`config.mk`:
```
export PLATFORM = sky130hd
export DESIGN_NAME = cron_digit
export DESIGN_NICKNAME = d
export VERILOG_FILES = /design/src/rtl/cron_digit.sv
export SDC_FILE = /design/constraint.sdc
export NUM_CORES = 1
export LEC_CHECK = 0
export BUFFER_PORTS_ARGS = -buffer_cell sky130_fd_sc_hd__buf_2
export CORE_AREA = 2 2 39 41
export DETAILED_ROUTE_END_ITERATION = 8
export DIE_AREA = 0 0 41 43
export PLACE_DENSITY = 0.82
export SLEW_MARGIN = 20
export SYNTH_ARGS = -nofsm -noshare
export SYNTH_HDL_FRONTEND = slang
export SYNTH_SLANG_ARGS = --single-unit
```
`constraint.sdc`:
```
create_clock -name CLK -period 3.5 [get_ports CLK]
set_input_delay 0.525 -clock CLK [delete_from_list [all_inputs] [get_ports CLK]]
set_output_delay 0.525 -clock CLK [all_outputs]
set_load 0.005 [all_outputs]
```
`src/rtl/cron_digit.sv`:
```
// One decimal/modulo digit of a cascadable up/down counter with a synchronous
// carry chain and a built-in seven-segment decoder.
module cron_digit #(
  parameter int MOD            = 6,
  parameter bit SEG_ACTIVE_LOW = 1'b0
) (
  input  logic       CLK,
  input  logic       RST,
  input  logic       P,
  input  logic       EN,
  input  logic       CI,
  input  logic       DIR,
  input  logic       LD,
  input  logic [3:0] D,
  output logic [3:0] Q,
  output logic       CO,
  output logic       ADS,
  output logic       BDS,
  output logic       CDS,
  output logic       DDS,
  output logic       EDS,
  output logic       FDS,
  output logic       GDS
);

  localparam logic [3:0] QMAX = 4'(MOD - 1);

  function automatic logic [3:0] clamp_load(input logic [3:0] v);
    return (v > QMAX) ? QMAX : v;
  endfunction

  // Segment pattern ordered {a,b,c,d,e,f,g}; codes above 9 blank the digit.
  function automatic logic [6:0] seg_decode(input logic [3:0] v);
    logic [6:0] s;
    case (v)
      4'd0:    s = 7'b1111110;
      4'd1:    s = 7'b0110000;
      4'd2:    s = 7'b1101101;
      4'd3:    s = 7'b1111001;
      4'd4:    s = 7'b0110011;
      4'd5:    s = 7'b1011011;
      4'd6:    s = 7'b1011111;
      4'd7:    s = 7'b1110000;
      4'd8:    s = 7'b1111111;
      4'd9:    s = 7'b1111011;
      default: s = 7'b0000000;
    endcase
    return s;
  endfunction

  logic [3:0] q_nxt;
  logic       terminal;
  logic [6:0] seg_drv;

  // Out-of-range codes fall into the wrap branches so the digit self-recovers.
  always_comb begin
    q_nxt = Q;
    if (P) begin
      q_nxt = 4'd0;
    end else if (LD) begin
      q_nxt = clamp_load(D);
    end else if (EN && CI) begin
      if (!DIR) begin
        q_nxt = (Q >= QMAX) ? 4'd0 : Q + 4'd1;
      end else begin
        q_nxt = ((Q == 4'd0) || (Q > QMAX)) ? QMAX : Q - 4'd1;
      end
    end
  end

  always_ff @(posedge CLK or posedge RST) begin
    if (RST) begin
      Q <= 4'd0;
    end else begin
      Q <= q_nxt;
    end
  end

  // Carry is suppressed whenever this edge will not perform a count step.
  always_comb begin
    terminal = DIR ? (Q == 4'd0) : (Q == QMAX);
    CO       = EN & CI & terminal & ~P & ~LD & ~RST;
    seg_drv  = SEG_ACTIVE_LOW ? ~seg_decode(Q) : seg_decode(Q);
  end

  assign {ADS, BDS, CDS, DDS, EDS, FDS, GDS} = seg_drv;

endmodule
```
==> metrics.md <==
| Metric | Value |
|---|---|
| Number of design-rule violations left by the first detailed-router iteration | 31 |
| Diode count | 0 |
| Period Utilization, post-route | 0.729 |
| Cells after synthesis | 75 |
| Yosys synthesis warning count | 0 |
| Worst-Margin Slew | ~0.50 ns |
| Synthesized-area fraction occupied by and/or/nand/nor cells | 0.215 |
| Main combinational cell family by area after synthesis | compound AO/OA/AOI/OAI gates |
| Data arrival time at the worst-slack endpoint | roughly 2 ns |
| Hold buffer count at CTS | 0 |
| Total number of nets in the final design | 117 |
| Clock buffer count from CTS | 3 |
| Detailed-route via count | 659 |
| Post-Layout Inst Area | 694 µm² |
| Post-synthesis net count | 93 |
| Flip-flop count of the largest register after layout | 4 |
| Die area | 0.00176 mm² |
| Fraction of registers with async set or reset after synthesis | 1.00 |
| Adder-cell share of the synthesized area | 0.157 |
| Register with the highest flop count | Q |
| Biggest registers after layout | Q: 4 flops |
| Number of gates resized after CTS | 0 |
| Fraction of layout cells with a size suffix above 1 | 0.289 |
| Number of buffers added for setup after CTS | 0 |
| Number of global-route vias before repair | 559 |
| Effective utilization at floorplan | 0.404 |
| Maximum clock rate | 392 MHz |
| Most common library cells after synthesis | o21ai_0, ha_1, nor2_1 |
| Insertion delay to the later sink of the worst-skew pair | 0.23 ns |
| Worst voltage drop across the vdd grid | approximately 0.14 mV |
| Global-route wire length before repair | 2.25 mm |
| Total count of hold-check failures in the final report | 0 |
| Largest buffer count on any clock path | 2 |
| Routed len/inst | 12.9 µm |
| Post-synth EDFFs | 0 |
| Outcome | finished clean |
| HPWL after detailed placement | 1.08 mm |
| #FFs+latches synth | 4 |
| Fraction of the yosys area taken by sequential cells | 0.179 |
| Average instance area after synthesis | 7.46 µm² |
| Die Y-Extent | roughly 43 µm |
| Kind of start point of the critical path | flip-flop |
| Maximum number of pins on one net before global-route repair | 16 |
| Minimum clock period | between 2 and 3 ns |
| Worst Setup Path Type | flip-flop to primary output |
| Combined area of the multi-input logic cells | approximately 420 µm² |
| Count of buffers from port buffering | 22 |
| Finish-stage setup viols | 0 |
| Clock Root Buffer | clkbuf_4 |
| Clock tree from TritonCTS | built |
| TritonCTS Sinks | 4 |
| Xor and xnor fraction of the mapped netlist area | 0.0313 |
| Core Box Area | 0.00138 mm² |
| Per-cell via count in the routed design | 5.83 |
| Top flip-flop cell by instance count after synthesis | dfrtp_1 |
| Most frequent cell after synthesis | o21ai_0 |
| Largest clock skew in the final design | ~0.000035 ns |
| Number of distinct library cell variants in the gate-level netlist after synthesis | 29 |
| Row count | 14 |
| Cell area reported after detailed placement | 672 µm² |
| Final sum of negative setup slack | 0 ns |
| Layout-stage area growth over the synthesis result | 24.2% |
| Library cell with the largest summed area after synthesis | dfrtp_1 |
| Count of pins on the block boundary | 23 |
| Crit path capture type | primary output |
| Total wirelength of the detailed-routed design | approximately 1.5 mm |
| Total routing usage reported by global routing | 0.179 |
| Detailed Routing Iterations Pass 1 | 4 |
| Storage element area | 100 µm² |
| Leading cell types by total area after synthesis | dfrtp_1, ha_1, o21ai_0 |
| Class of the most critical hold timing path | input pin to async pin |
| CTS clock-pin slew for the worst setup and hold paths | about 0.04 ns |
| CTS H-Tree Depth | 1 |
| Setup repair after global routing missed its margin | false |
| Layout fillers | 135 |
| Pins Over Slew Limit | 0 |
| Fraction of the mapped netlist area in compound gates | 0.309 |
| Die boundary width | 41 µm |
| Largest fanout on the critical path | 11 |
| Detail Route Antenna Nets | 0 |
| Pwr dens | 276 mW/mm² |
| Reported leakage power | 0.320 nW |
| Global route total overflow | 0 |
| Relative slew slack | 0.666 |
| Required time at the worst-slack endpoint | 2.97 ns |
| Mux contribution to synthesized area | 0.0380 |
| DRC violation count after routing | 0 |
| Share of the synthesized area in the top cell type | 0.179 |
| Antenna violations before repair | 0 |
| Max-cap viol count | 0 |
| Placer's final routability congestion estimate | approximately 0.89 |
| Netlist area before placement | 559 µm² |
-- where the power goes --
group / switching (mW) / leakage [nW] / internal (mW)
clock: 0.0190 / 0.0138 / 0.0384
sequential: 0.00906 / 0.0533 / 0.0490
combinational: 0.0410 / 0.253 / 0.0350
total: 0.0691 / 0.320 / 0.122
-- per-stage QoR --
| stage | hold slack (ns) | utilization | total power, mW | setup slack [ns] | std cells |
|---|---|---|---|---|---|
| floorplan | 0.291 | - | 0.105 | 1.52 | 75 |
| global placement | 0.431 | 0.486 | 0.132 | 1.31 | 110 |
| detailed placement | 0.429 | 0.486 | 0.133 | 1.26 | 110 |
| CTS | 0.176 | 0.502 | 0.193 | 0.996 | 113 |
| global route | 0.179 | 0.502 | 0.207 | 0.772 | 113 |
| finish | 0.180 | 0.502 | 0.191 | 0.949 | 113 |
-- routing by layer --
layer	vias to the layer above	GRT usage	part of all wire
met2	22	0.275	0.49
met4	0	0.0200	0
met1	311	0.251	0.46
li1	326	-	-
met5	-	0	0
met3	0	0.0471	0.047
-- logic make-up after synthesis --
kind of cell,after synthesis
flip-flops,4
XOR/XNOR,2
AND/OR/NAND/NOR,23
buffers and inverters,9
adder cells (fa/ha/maj),7
AO/OA/AOI/OAI,28
multiplexers,2
-- layout by cell type, fill, tap and decap left out, drive strengths merged, types with 2 or more instances in the layout --
cell type / count
clkbuf: 3
inv: 6
nor2b: 2
nand3: 2
o22ai: 5
a22oi: 2
nor3: 3
nand2: 5
dfrtp: 4
a21oi: 4
nor2: 6
nand2b: 2
ha: 7
buf: 22
o21ai: 11
-- worst paths after layout --
check                            startpoint               end  slack (ns)  cells past startpoint
min reg2reg                Q[3]$_DFFE_PP0P_  Q[3]$_DFFE_PP0P_        0.78                      1
max reg2reg                Q[1]$_DFFE_PP0P_  Q[2]$_DFFE_PP0P_        1.48                      6
max in group asynchronous               RST  Q[3]$_DFFE_PP0P_        3.17                      2
min                                     RST  Q[1]$_DFFE_PP0P_        0.18                      2
min in group CLK                          P  Q[0]$_DFFE_PP0P_        0.54                      2
max                        Q[1]$_DFFE_PP0P_                CO        0.95                      6
-- area by class of cell --
cell class,instances,area share
Inverter,6,0.0324
Clock buffer,3,0.0324
Sequential cell,4,0.144
Timing Repair Buffer,22,0.159
Tap cell,16,0.0288
Multi-Input combinational cell,62,0.604
-- critical path: stages (launching register included) --
cell and delay, ns:
dfrtp_1 0.50, inv_1 0.17, ha_1 0.30, nor2b_1 0.30, a22oi_1 0.16, nor4b_2 0.22
buf_2 0.15
Power figures use the tool's default switching activity.
